### config.mk
export PLATFORM = sky130hd
export DESIGN_NAME = seg7_scan_decoder_flat
export DESIGN_NICKNAME = d
export VERILOG_FILES = /design/src/rtl/seg7_scan_decoder_if.sv /design/src/rtl/seg7_scan_decoder.sv /design/src/flat_wrapper.sv
export SDC_FILE = /design/constraint.sdc
export NUM_CORES = 1
export LEC_CHECK = 0
export BUFFER_PORTS_ARGS = -buffer_cell sky130_fd_sc_hd__buf_2
export CORE_MARGIN = 3
export CORE_UTILIZATION = 56
export CTS_CLUSTER_SIZE = 20
export DETAILED_ROUTE_END_ITERATION = 8
export MAX_ROUTING_LAYER = met4
export PLACE_DENSITY = 0.76
export SYNTH_ARGS = -nofsm -noshare
export SYNTH_HDL_FRONTEND = slang
export SYNTH_SLANG_ARGS = --single-unit
export TNS_END_PERCENT = 30
### constraint.sdc
create_clock -name clk -period 6.1 [get_ports clk]
set_clock_uncertainty 0.05 [all_clocks]
set_input_delay 0.61 -clock clk [delete_from_list [all_inputs] [get_ports clk]]
set_output_delay 0.61 -clock clk [all_outputs]
set_load 0.01 [all_outputs]
### src/rtl/seg7_scan_decoder_if.sv
// Bus bundle for the 7-segment scan decoder: the scanned display lines being
// monitored, the error-clear strobe, and the decoded readback / event stream.
interface seg7_scan_decoder_if #(
  parameter int NUM_DIGITS = 6
);
  logic [6:0]              iSEG;
  logic [NUM_DIGITS-1:0]   iAN;
  logic                    iCLR_ERR;
  logic                    iEV_READY;
  logic [4*NUM_DIGITS-1:0] oDIGITS;
  logic [NUM_DIGITS-1:0]   oDIG_VALID;
  logic                    oEV_VALID;
  logic [2:0]              oEV_IDX;
  logic [3:0]              oEV_DIG;
  logic                    oERR;
  logic                    oOVF;

  modport master (
    output iSEG, iAN, iCLR_ERR, iEV_READY,
    input  oDIGITS, oDIG_VALID, oEV_VALID, oEV_IDX, oEV_DIG, oERR, oOVF
  );

  modport slave (
    input  iSEG, iAN, iCLR_ERR, iEV_READY,
    output oDIGITS, oDIG_VALID, oEV_VALID, oEV_IDX, oEV_DIG, oERR, oOVF
  );
endinterface

### src/rtl/seg7_scan_decoder.sv
// Readback decoder for a multiplexed active-low 7-segment display.
// Samples the segment/anode bus, waits for a digit to be stable for
// STABLE_CYCLES further samples, decodes the pattern back to a hex nibble and
// reports per-digit changes through a single-entry valid/ready event buffer.
module seg7_scan_decoder #(
  parameter int NUM_DIGITS    = 6,
  parameter int STABLE_CYCLES = 4
) (
  input logic                clk,
  input logic                reset,
  seg7_scan_decoder_if.slave bus
);

  localparam int CW = $clog2(STABLE_CYCLES + 1);

  typedef enum logic [1:0] {ST_WAIT, ST_SETTLE, ST_HELD} state_t;

  // Returns {legal, nibble}; the blank pattern reads back as 0.
  function automatic logic [4:0] seg_decode(input logic [6:0] seg);
    case (seg)
      7'b1111111: return 5'b1_0000;
      7'b1111001: return 5'b1_0001;
      7'b0100100: return 5'b1_0010;
      7'b0110000: return 5'b1_0011;
      7'b0011001: return 5'b1_0100;
      7'b0010010: return 5'b1_0101;
      7'b0000010: return 5'b1_0110;
      7'b1111000: return 5'b1_0111;
      7'b0000000: return 5'b1_1000;
      7'b0011000: return 5'b1_1001;
      7'b0001000: return 5'b1_1010;
      7'b0000011: return 5'b1_1011;
      7'b1000110: return 5'b1_1100;
      7'b0100001: return 5'b1_1101;
      7'b0000110: return 5'b1_1110;
      7'b0001110: return 5'b1_1111;
      default:    return 5'b0_0000;
    endcase
  endfunction

  // Stability counter increment, saturating once the window is complete.
  function automatic logic [CW-1:0] cnt_sat_inc(input logic [CW-1:0] c);
    if (c >= CW'(STABLE_CYCLES)) return CW'(STABLE_CYCLES);
    return c + 1'b1;
  endfunction

  function automatic logic [3:0] low_count(input logic [NUM_DIGITS-1:0] an);
    logic [3:0] n;
    n = 4'd0;
    for (int i = 0; i < NUM_DIGITS; i++) n = n + {3'b000, ~an[i]};
    return n;
  endfunction

  function automatic logic [2:0] low_index(input logic [NUM_DIGITS-1:0] an);
    logic [2:0] idx;
    idx = 3'd0;
    for (int i = 0; i < NUM_DIGITS; i++) if (!an[i]) idx = 3'(i);
    return idx;
  endfunction

  logic [6:0]              seg_p0;
  logic [NUM_DIGITS-1:0]   an_p0;
  logic [CW-1:0]           cnt_p0;
  logic [3:0]              nlow_p0;
  logic                    onehot_p0;
  logic                    multi_p0;
  logic [2:0]              idx_p0;
  logic [4:0]              dec_p0;
  logic                    legal_p0;
  logic [3:0]              nib_p0;
  logic                    stable_p0;

  state_t                  state;
  logic [4*NUM_DIGITS-1:0] digits_q;
  logic [NUM_DIGITS-1:0]   dvld_q;
  logic                    ev_vld_q;
  logic [2:0]              ev_idx_q;
  logic [3:0]              ev_dig_q;
  logic                    err_q;
  logic                    ovf_q;

  logic [3:0]              cur_nib;
  logic                    cur_vld;
  logic                    cap;
  logic                    cap_wr;
  logic                    cap_bad;
  logic                    new_ev;
  logic                    err_set;

  assign nlow_p0   = low_count(an_p0);
  assign onehot_p0 = (nlow_p0 == 4'd1);
  assign multi_p0  = (nlow_p0 >= 4'd2);
  assign idx_p0    = low_index(an_p0);
  assign dec_p0    = seg_decode(seg_p0);
  assign legal_p0  = dec_p0[4];
  assign nib_p0    = dec_p0[3:0];
  assign stable_p0 = (cnt_p0 == CW'(STABLE_CYCLES));

  // Sample stage: register the bus once and count consecutive identical samples.
  always_ff @(posedge clk) begin
    if (reset) begin
      seg_p0 <= '1;
      an_p0  <= '1;
      cnt_p0 <= '0;
    end else begin
      seg_p0 <= bus.iSEG;
      an_p0  <= bus.iAN;
      if (bus.iSEG != seg_p0 || bus.iAN != an_p0) cnt_p0 <= '0;
      else                                        cnt_p0 <= cnt_sat_inc(cnt_p0);
    end
  end

  // Look up the currently stored nibble for the digit being shown.
  always_comb begin
    cur_nib = 4'h0;
    cur_vld = 1'b0;
    for (int i = 0; i < NUM_DIGITS; i++) begin
      if (idx_p0 == 3'(i)) begin
        cur_nib = digits_q[4*i +: 4];
        cur_vld = dvld_q[i];
      end
    end
  end

  assign cap     = (state == ST_SETTLE) && onehot_p0 && stable_p0;
  assign cap_wr  = cap && legal_p0;
  assign cap_bad = cap && !legal_p0;
  assign new_ev  = cap_wr && (!cur_vld || (cur_nib != nib_p0));
  assign err_set = cap_bad || multi_p0;

  // Capture FSM with registered digit store, event buffer and sticky flags.
  always_ff @(posedge clk) begin
    if (reset) begin
      state    <= ST_WAIT;
      digits_q <= '0;
      dvld_q   <= '0;
      ev_vld_q <= 1'b0;
      ev_idx_q <= 3'd0;
      ev_dig_q <= 4'd0;
      err_q    <= 1'b0;
      ovf_q    <= 1'b0;
    end else begin
      case (state)
        ST_WAIT:   if (onehot_p0) state <= ST_SETTLE;
        ST_SETTLE: begin
          if (!onehot_p0)     state <= ST_WAIT;
          else if (stable_p0) state <= ST_HELD;
        end
        // A zero count means the sample just changed: re-arm.
        ST_HELD:   if (cnt_p0 == '0) state <= onehot_p0 ? ST_SETTLE : ST_WAIT;
        default:   state <= ST_WAIT;
      endcase

      for (int i = 0; i < NUM_DIGITS; i++) begin
        if (cap_wr && idx_p0 == 3'(i)) begin
          digits_q[4*i +: 4] <= nib_p0;
          dvld_q[i]          <= 1'b1;
        end
      end

      // A pending event is only replaced when it is being accepted this cycle.
      if (new_ev) begin
        if (!ev_vld_q || bus.iEV_READY) begin
          ev_vld_q <= 1'b1;
          ev_idx_q <= idx_p0;
          ev_dig_q <= nib_p0;
        end
      end else if (ev_vld_q && bus.iEV_READY) begin
        ev_vld_q <= 1'b0;
      end

      err_q <= err_set || (err_q && !bus.iCLR_ERR);
      ovf_q <= (new_ev && ev_vld_q && !bus.iEV_READY) || (ovf_q && !bus.iCLR_ERR);
    end
  end

  assign bus.oDIGITS    = digits_q;
  assign bus.oDIG_VALID = dvld_q;
  assign bus.oEV_VALID  = ev_vld_q;
  assign bus.oEV_IDX    = ev_idx_q;
  assign bus.oEV_DIG    = ev_dig_q;
  assign bus.oERR       = err_q;
  assign bus.oOVF       = ovf_q;

endmodule

### src/flat_wrapper.sv
// flat-port wrapper written by rule: the top's interface ports become plain ports
module seg7_scan_decoder_flat 
#(
  parameter int NUM_DIGITS    = 6,
  parameter int STABLE_CYCLES = 4
)
  (clk, reset, bus_iSEG, bus_iAN, bus_iCLR_ERR, bus_iEV_READY, bus_oDIGITS, bus_oDIG_VALID, bus_oEV_VALID, bus_oEV_IDX, bus_oEV_DIG, bus_oERR, bus_oOVF);
  seg7_scan_decoder_if #(.NUM_DIGITS(NUM_DIGITS)) bus_i ();
  input logic clk;
  input logic reset;
  input wire logic [$bits(bus_i.iSEG)-1:0] bus_iSEG;
  input wire logic [$bits(bus_i.iAN)-1:0] bus_iAN;
  input wire logic [$bits(bus_i.iCLR_ERR)-1:0] bus_iCLR_ERR;
  input wire logic [$bits(bus_i.iEV_READY)-1:0] bus_iEV_READY;
  output wire logic [$bits(bus_i.oDIGITS)-1:0] bus_oDIGITS;
  output wire logic [$bits(bus_i.oDIG_VALID)-1:0] bus_oDIG_VALID;
  output wire logic [$bits(bus_i.oEV_VALID)-1:0] bus_oEV_VALID;
  output wire logic [$bits(bus_i.oEV_IDX)-1:0] bus_oEV_IDX;
  output wire logic [$bits(bus_i.oEV_DIG)-1:0] bus_oEV_DIG;
  output wire logic [$bits(bus_i.oERR)-1:0] bus_oERR;
  output wire logic [$bits(bus_i.oOVF)-1:0] bus_oOVF;
  assign bus_i.iSEG = bus_iSEG;
  assign bus_i.iAN = bus_iAN;
  assign bus_i.iCLR_ERR = bus_iCLR_ERR;
  assign bus_i.iEV_READY = bus_iEV_READY;
  assign bus_oDIGITS = bus_i.oDIGITS;
  assign bus_oDIG_VALID = bus_i.oDIG_VALID;
  assign bus_oEV_VALID = bus_i.oEV_VALID;
  assign bus_oEV_IDX = bus_i.oEV_IDX;
  assign bus_oEV_DIG = bus_i.oEV_DIG;
  assign bus_oERR = bus_i.oERR;
  assign bus_oOVF = bus_i.oOVF;
  seg7_scan_decoder #(.NUM_DIGITS(NUM_DIGITS), .STABLE_CYCLES(STABLE_CYCLES)) u_core (.clk(clk), .reset(reset), .bus(bus_i));
endmodule
==> impl_metrics.toml, run 1 <==
[setup_path]
rr_worst_depth = 11
rr_endpoint = "u_core.bus.oDIGITS[1]"
cp_data_arrival_time_ps = 4770
cp-start-kind = "register"
path_max_fanout = 9
cp-end-kind = "register"
critPathKind = "register to register"
crit_buf_inv = 1
cp_top_family = "simple AND/OR/NAND/NOR gates"
cp_common_cell = "fa_1"
crit_path_top_delay_cell = "or4_1"
critPathMaxStageDelay_ps = 640
cp.required_ps = 6280
r2r-start = "u_core.an_p0[1]"
worstPathCellList = "inv_1, ha_1, fa_1, fa_1, fa_1, nor2_1, nand2_1, or4_1, or2_4, or4_4, mux2_4"
reg2reg_slack_ps = 1500

[timing]
hold_violations = 0
relSlewSlack_pct = 33.0
setup_slack_ps = 1500
finalSetupViolCount = 0
fin_tns_setup_ps = 0
fmax_mhz = 218
finalCritPeriodShare_pct = 75.3
finalMaxSlewViolations = 0
rsz0062_at_grt = "false"
min_period_ps = 4600
worst_pin_slew_ps = 1000

[synthesis]
ys_ff_latch = 58
ys_top_cells_by_area = "dfxtp_1 37%, mux2i_1 9.2%, nand2b_1 4.6%"
synth_ff_type = "dfxtp_1"
yosysSeqAreaShare_pct = 37.0
synth_top_area_cell = "dfxtp_1"
synthesis.area_sq_um = 3140
syn_area_per_cell_sq_um = 9.19
netlist_instances = 342
ys_async_sr_fraction_pct = 0
synth_top_area_share_pct = 37.0
synth_edf_count = 0
synth_cell_types = 59
ys_warn_count = 0
synthesis.nets = 365

[run_status]
status = "complete, no violations"

[floorplanning]
die_area_sq_um = 6540
dieWidth_um = 80.9
start_util_pct = 59.6
coreArea_sq_um = 5270
chipHeight_um = 80.9
io_pins = 57
rows = 26

[placed_design]
dp_slack_ps = 1510
gp_congestion = 0.906
dpl_cell_area_sq_um = 3380
post-dp-hpwl_um = 5350
portBuffers = 56

[cts]
cts_made_buffers = 9
cts_tree = "yes"
postCtsSetupBuffers = 0
cts_resized = 0
cts-root-buf = "clkbuf_8"
cts_hold_buf = 0
clk_latency_ps = 330
cts_sinks = 58
clkTransAtPathRegs_ps = 70
htree_levels = 3
clockBufferDepth = 2

[route]
drt_iter0_drc = 189
wl_per_cell_um = 15.9
drc = 0
vias_per_cell = 5.58
wl_um = 7320
drtPass1Iterations = 4
ant_nets = 0
num_vias = 2572

[grt]
grt_pass1_wl_um = 12100
grt_pass1_vias = 2470
grtUsageTotal_pct = 24.8
overflow = 0
grt_max_degree = 65
grt_antenna_before_repair = 0

[pwr]
power_density_nw_per_um2 = 232
p_leak_nw = 1.57
vdd_drop_max_v = 0.000167
total_power_uw = 832

[min_path]
holdPathStages = 2
hp-start = "u_core.bus.oOVF"
worstHoldPathType = "register to register"
whs_endpoint = "u_core.bus.oOVF"

[finish]
n_antenna_cell = 0
nNetsFinal = 409
final_common_cell = "dfxtp_1"
fill_cells = 445
postLayoutCellArea_sq_um = 3590
layout-drive-gt1-share_pct = 27.4
area_growth_syn_to_layout_pct = 14.2
final_cell_mix = "58 x dfxtp_1, 56 x buf_2, 33 x nor2_1, 29 x mux2i_1, 23 x nand2b_1"

[flow_run]
max-cap-violations = 0
worst max path at each step:
stage / start / to / slack, ps / cells after the start
final: u_core.an_p0[1] / u_core.bus.oDIGITS[1] / 1500 / 11
after global routing: u_core.an_p0[1] / u_core.bus.oEV_IDX[1] / 1280 / 11
after CTS: u_core.an_p0[1] / u_core.bus.oDIGITS[1] / 1510 / 11
after detailed placement: u_core.an_p0[1] / u_core.bus.oDIGITS[1] / 1510 / 11
after global placement: u_core.an_p0[1] / u_core.bus.oDIGITS[1] / 1590 / 11
after floorplan: u_core.an_p0[1] / u_core.bus.oDIGITS[1] / 1750 / 14
per-stage QoR:
stage / hold slack [ps] / cells / utilization (%)
after global placement: 384 / 445 / 64.2
after detailed placement: 387 / 445 / 64.2
final: 398 / 461 / 68.1
after global routing: 421 / 461 / 68.1
after floorplan: 377 / 342 / -
after CTS: 402 / 461 / 68.1
cell usage after synthesis, types with 2 or more instances:
cell and count:
dfxtp_1 58, clkbuf_1 12, mux2_2 4, fa_1 3, a211oi_1 2, ha_1 3, and2_1 2, nor4_1 5
nand3_1 6, mux2i_1 29, or2_2 14, and3_1 2, nor2b_1 11, a31oi_1 4, nor4_2 4, o21ai_0 8
nor2_1 33, xnor2_1 4, a311oi_1 3, o221ai_1 2, or3_1 2, nand2b_1 23, o22ai_1 2, buf_6 4
inv_1 12, a21oi_1 14, buf_2 5, nand2_1 17, xor2_1 12, a21o_1 3, nor3_1 6, or3b_2 2
nor3b_1 5
final cells by class:
| cell class | count | area (sq um) | area share, % |
|---|---|---|---|
| clock inverter | 5 | 52.6 | 1.46 |
| tap | 70 | 87.6 | 2.44 |
| inverter | 12 | 45.0 | 1.26 |
| sequential | 58 | 1160 | 32.4 |
| multi-input combinational | 249 | 1810 | 50.4 |
| timing repair buffer | 56 | 280 | 7.81 |
| clock buffer | 11 | 151 | 4.22 |
registers in the layout (all words and copies together) (netlist names):
register,flops
u_core.bus.oEV_IDX,3
u_core.bus.oOVF,1
u_core.seg_p0,7
u_core.bus.oEV_VALID,1
u_core.bus.oERR,1
u_core.state,2
u_core.bus.oEV_DIG,4
u_core.bus.oDIG_VALID,6
u_core.cnt_p0,3
u_core.an_p0,6
u_core.bus.oDIGITS,24
worst register-to-register path: stages (launching register included):
cell	delay [ps]
dfxtp_1	630
inv_1	130
ha_1	310
fa_1	450
fa_1	390
fa_1	430
nor2_1	140
nand2_1	80
or4_1	640
or2_4	350
or4_4	580
mux2_4	320
cell families after synthesis:
kind of cell             count (synthesis)  synth area share [%]
buffers and inverters                   35                  5.46
AND/OR/NAND/NOR                        141                  26.0
multiplexers                            34                  11.2
XOR/XNOR                                16                  4.46
flip-flops                              58                  37.0
adder cells (fa/ha/maj)                  6                  3.11
AO/OA/AOI/OAI                           52                  12.8
power by group:
group	total, mW	internal, mW	leakage [nW]	switching [mW]
logic	0.0730	0.0325	0.999	0.0405
clock network	0.358	0.209	0.105	0.149
registers	0.402	0.386	0.471	0.0159
total	0.832	0.627	1.57	0.206
metal layers:
| metal | track usage [%] | vias up | share of wire, % |
|---|---|---|---|
| li1 | - | 1275 | - |
| met1 | 34.7 | 1214 | 48 |
| met2 | 36.4 | 72 | 45 |
| met3 | 4.43 | 11 | 5.4 |
| met4 | 8.11 | 0 | 1.3 |
| met5 | - | - | 0 |
(Power assumes the default switching activity.)
==> inputs of run 2 (changes only) <==
--- a/config.mk
+++ b/config.mk
@@ -7,11 +7,11 @@
 export LEC_CHECK = 0
 export BUFFER_PORTS_ARGS = -buffer_cell sky130_fd_sc_hd__buf_2
 export CORE_MARGIN = 3
-export CORE_UTILIZATION = 56
+export CORE_UTILIZATION = 50
 export CTS_CLUSTER_SIZE = 20
 export DETAILED_ROUTE_END_ITERATION = 8
 export MAX_ROUTING_LAYER = met4
-export PLACE_DENSITY = 0.76
+export PLACE_DENSITY = 0.72
 export SYNTH_ARGS = -nofsm -noshare
 export SYNTH_HDL_FRONTEND = slang
 export SYNTH_SLANG_ARGS = --single-unit
==> constraint.sdc (replaced) <==
create_clock -name clk -period 4.1 [get_ports clk]
set_clock_uncertainty 0.05 [all_clocks]
set_input_delay 0.41 -clock clk [delete_from_list [all_inputs] [get_ports clk]]
set_output_delay 0.41 -clock clk [all_outputs]
set_load 0.01 [all_outputs]
==> impl_metrics.toml, run 2 (synthesis gave the netlist of run 1 again) <==
[cts]
cts-root-buf = "clkbuf_8"
cts_tree = "yes"
clockBufferDepth = 2
clk_latency_ps = 340
cts_sinks = 58
cts_hold_buf = 0
cts_made_buffers = 9
htree_levels = 3
clkTransAtPathRegs_ps = 70

[setup_path]
cp.required_ps = 4280
reg2reg_slack_ps = 130
crit_end = "u_core.bus.oDIGITS[1]"
r2r-start = "u_core.an_p0[0]"
critPathKind = "register to register"
crit_path_top_delay_cell = "or4_4"
path_depth = 11
cp_common_cell = "fa_1"
cp-end-kind = "register"
rr_worst_depth = 11
cp-start-kind = "register"
critPathMaxStageDelay_ps = 590
cp_data_arrival_time_ps = 4150
cp_top_family = "adder cells"
crit_buf_inv = 1
startpoint = "u_core.an_p0[0]"
rr_endpoint = "u_core.bus.oDIGITS[1]"
path_max_fanout = 5
worstPathCellList = "inv_1, ha_4, fa_1, fa_2, fa_1, nor2_2, nand2_1, or4_1, or2_4, or4_4, mux2_4"

[grt]
grt_pass1_vias = 2552
overflow = 0
grtUsageTotal_pct = 22.4
grt_pass1_wl_um = 12500
grt_max_degree = 65
grt_antenna_before_repair = 0

[pwr]
switchingPower_uw = 320
p_seq_share_pct = 48.2
clkPwrFrac_pct = 41.7
p_leak_nw = 1.62
p_int_uw = 904
total_power_mw = 1.22
combPwrFrac_pct = 10.1
p_sw_share_pct = 26.1
power_density_nw_per_um2 = 333
vdd_drop_max_v = 0.000242

[floorplanning]
chipHeight_um = 85.3
io_pins = 57
die_area_sq_um = 7270
coreArea_sq_um = 5990
dieWidth_um = 85.3
start_util_pct = 52.4
rows = 28

[finish]
layout-drive-gt1-share_pct = 30.1
fill_cells = 530
stdcell_count = 477
nNetsFinal = 420
n_antenna_cell = 0
final_common_cell = "dfxtp_1"
final_cell_mix = "58 x dfxtp_1, 56 x buf_2, 32 x nor2_1, 29 x mux2i_1, 23 x nand2b_1"
largest_register_ffs = 24
area_growth_syn_to_layout_pct = 17.0

[route]
drc = 0
wl_um = 7490
drt_iter0_drc = 92
vias_per_cell = 5.55
wl_per_cell_um = 15.7
num_vias = 2646
drtPass1Iterations = 4
ant_nets = 0

[timing]
finalCritPeriodShare_pct = 96.8
rsz0062_at_grt = "false"
hold_violations = 0
relSlewSlack_pct = 33.2
finalSetupViolCount = 0
setup_slack_ps = 130
worst_pin_slew_ps = 1000
fmax_mhz = 252
finalMaxSlewViolations = 0
min_period_ps = 3970

[placed_design]
gp_congestion = 0.964
dp.cells = 461
post-dp-hpwl_um = 5490
portBuffers = 56
dp_slack_ps = 104

[run_status]
status = "complete, no violations"

[flow_run]
max-cap-violations = 0

[min_path]
worstHoldPathType = "input port to register"
run 2: area by class of cell:
cell class	count	area, sq um	share of cell area, %
Sequential cell	58	1160	31.6
Tap cell	75	93.8	2.55
Timing Repair Buffer	67	363	9.87
Inverter	12	47.5	1.29
Multi-Input combinational cell	249	1830	49.7
Clock buffer	10	128	3.47
Clock inverter	6	57.6	1.57
run 2: power by group through the flow:
stage | Clock [mW] | Combinational (mW) | Sequential, mW
4_1_cts | 0.518 | 0.122 | 0.590
2_1_floorplan | 0 | 0.102 | 0.591
3_5_place_dp | 0 | 0.122 | 0.602
3_3_place_gp | 0 | 0.119 | 0.602
5_1_grt | 0.541 | 0.137 | 0.592
6_report | 0.510 | 0.123 | 0.590
run 2: worst min-delay path by stage:
stage          slack [ps]          endpoint  cells past startpoint             start
2_1_floorplan         380  u_core.cnt_p0[0]                      1  u_core.cnt_p0[0]
3_3_place_gp          380   u_core.bus.oOVF                      2   u_core.bus.oOVF
3_5_place_dp          390   u_core.bus.oOVF                      2   u_core.bus.oOVF
4_1_cts               230  u_core.seg_p0[2]                      2       bus_iSEG[2]
5_1_grt               240  u_core.seg_p0[2]                      2       bus_iSEG[2]
6_report              240  u_core.seg_p0[6]                      2       bus_iSEG[6]
run 2: timing repair:
action / in CTS / in global routing
endpoints found under the setup margin: 0 / 1
resized for setup: 0 / 1
buffers inserted: 0 / 0
run 2: layer usage:
layer,vias up,routed length (um),global-route usage [%]
met2,67,3310,32.8
li1,1300,-,-
met4,0,131,7.91
met5,-,0,-
met3,12,367,4.27
met1,1267,3690,30.8
run 2: metrics by stage:
step	TNS, ps	hold slack [ps]	util [%]	cell area [sq um]
after floorplan	-16.4	377	-	3180
after global placement	0	384	58.2	3490
after CTS	0	230	61.3	3670
after global routing	0	243	61.4	3680
after detailed placement	0	394	58.2	3490
final	0	237	61.4	3680
==> inputs of run 3 (changes only) <==
--- a/config.mk
+++ b/config.mk
@@ -7,11 +7,12 @@
 export LEC_CHECK = 0
 export BUFFER_PORTS_ARGS = -buffer_cell sky130_fd_sc_hd__buf_2
 export CORE_MARGIN = 3
-export CORE_UTILIZATION = 50
+export CORE_UTILIZATION = 52
+export CTS_BUF_LIST = sky130_fd_sc_hd__clkbuf_8
 export CTS_CLUSTER_SIZE = 20
 export DETAILED_ROUTE_END_ITERATION = 8
 export MAX_ROUTING_LAYER = met4
-export PLACE_DENSITY = 0.72
+export PLACE_DENSITY = 0.78
 export SYNTH_ARGS = -nofsm -noshare
 export SYNTH_HDL_FRONTEND = slang
 export SYNTH_SLANG_ARGS = --single-unit
==> impl_metrics.toml, run 3 (synthesis gave the netlist of run 1 again) <==
[setup_path]
cp-end-kind = "register"
cp_top_family = "adder cells"
critPathKind = "register to register"
startpoint = "u_core.an_p0[0]"
cp_data_arrival_time_ps = 4120
worstPathCellList = "inv_1, ha_4, fa_1, fa_2, fa_1, nor2_2, nand2_1, or4_1, or2_4, or4_4, mux2_4"
cp-start-kind = "register"
crit_path_top_delay_cell = "or4_4"
critPathMaxStageDelay_ps = 560
r2r-start = "u_core.an_p0[0]"
crit_buf_inv = 1
path_depth = 11
path_max_fanout = 4
cp.required_ps = 4280
cp_common_cell = "fa_1"
rr_worst_depth = 11

[timing]
fmax_mhz = 254
rsz0062_at_grt = "false"
hold_violations = 0
finalCritPeriodShare_pct = 96.0
finalSetupViolCount = 0
finalMaxSlewViolations = 0
worst_pin_slew_ps = 980
relSlewSlack_pct = 34.7
min_period_ps = 3930

[cts]
cts-root-buf = "clkbuf_8"
cts_made_buffers = 9
cts_tree = "yes"
clkTransAtPathRegs_ps = 70
clk_latency_ps = 350
cts_sinks = 58
clockBufferDepth = 2
htree_levels = 3

[finish]
largest_register_ffs = 24
final_common_cell = "dfxtp_1"
finalCoreUtilization_pct = 65.3
nNetsFinal = 422
stdcell_count = 476
n_antenna_cell = 0
final_cell_mix = "58 x dfxtp_1, 56 x buf_2, 32 x nor2_1, 29 x mux2i_1, 23 x nand2b_1"
layout-drive-gt1-share_pct = 30.4
area_growth_syn_to_layout_pct = 18.0

[floorplanning]
start_util_pct = 55.4
die_area_sq_um = 7010
io_pins = 57
rows = 27
coreArea_sq_um = 5680
dieWidth_um = 83.7
chipHeight_um = 83.7

[route]
vias_per_cell = 5.59
wl_per_cell_um = 16.1
wl_um = 7680
num_vias = 2661
drt_iter0_drc = 273
ant_nets = 0
drc = 0
drtPass1Iterations = 5

[placed_design]
post-dp-hpwl_um = 5520
portBuffers = 56
gp_congestion = 0.903
dp.cells = 459

[run_status]
status = "complete, no violations"

[grt]
grt_max_degree = 65
grt_antenna_before_repair = 0
grtUsageTotal_pct = 23.6
overflow = 0
grt_pass1_vias = 2658
grt_pass1_wl_um = 12900

[pwr]
total_power_mw = 1.24
p_leak_nw = 1.64
vdd_drop_max_v = 0.000204
power_density_nw_per_um2 = 335

[flow_run]
max-cap-violations = 0

[min_path]
hp-start = "bus_iSEG[0]"
holdPathStages = 2
worstHoldPathType = "input port to register"
-- run 3: cell types whose count changed in the layout (fill, tap and decap cells not counted) --
cell        change
clkbuf_1        -1
clkbuf_8        +1
nor4_2          -1
clkinvlp_4      -1
inv_1           +1
nor4_4          +1
clkinv_4        +1
buf_4           +2
clkinv_2        -1
-- run 3: worst paths after layout --
kind | endpoint | slack [ps]
worst max-delay path | u_core.bus.oDIGITS[1] | 170
worst max register to register | u_core.bus.oDIGITS[1] | 170
worst min register to register | u_core.cnt_p0[0] | 410
worst min-delay path | u_core.seg_p0[0] | 220
-- run 3: layout make-up --
type	count	area, sq um
timing repair buffer	69	378
clock buffer	10	138
sequential	58	1160
inverter	12	47.5
multi-input combinational	249	1840
tap	72	90.1
fill	471	1970
clock inverter	6	57.6
-- run 3: through the flow --
stage	cell area, sq um	setup WS, ps	TNS, ps	hold WS (ps)
after floorplan	3180	-16.4	-16.4	377
after global placement	3490	204	0	382
after detailed placement	3490	110	0	400
after CTS	3690	96.3	0	218
after global routing	3710	19.1	0	212
final	3710	165	0	221
-- run 3: repair_timing --
item | in CTS | in global routing
hold buffers | 0 | 0
resized for setup | 0 | 2
buffers inserted | 0 | 1
endpoints found under the setup margin | 0 | 2
-- run 3: layer usage --
layer	vias to the layer above	global-route usage, %	part of all wire (%)
met5	-	-	0
met4	0	9.50	1.4
met3	13	4.64	5.1
met2	69	35.3	46
met1	1278	31.3	47
li1	1301	-	-
-- run 3: report_power, final --
group,leakage [nW],switching (mW),internal [mW]
sequential,0.471,0.0177,0.574
combinational,1.06,0.0718,0.0539
clock,0.107,0.234,0.292
total,1.64,0.323,0.920
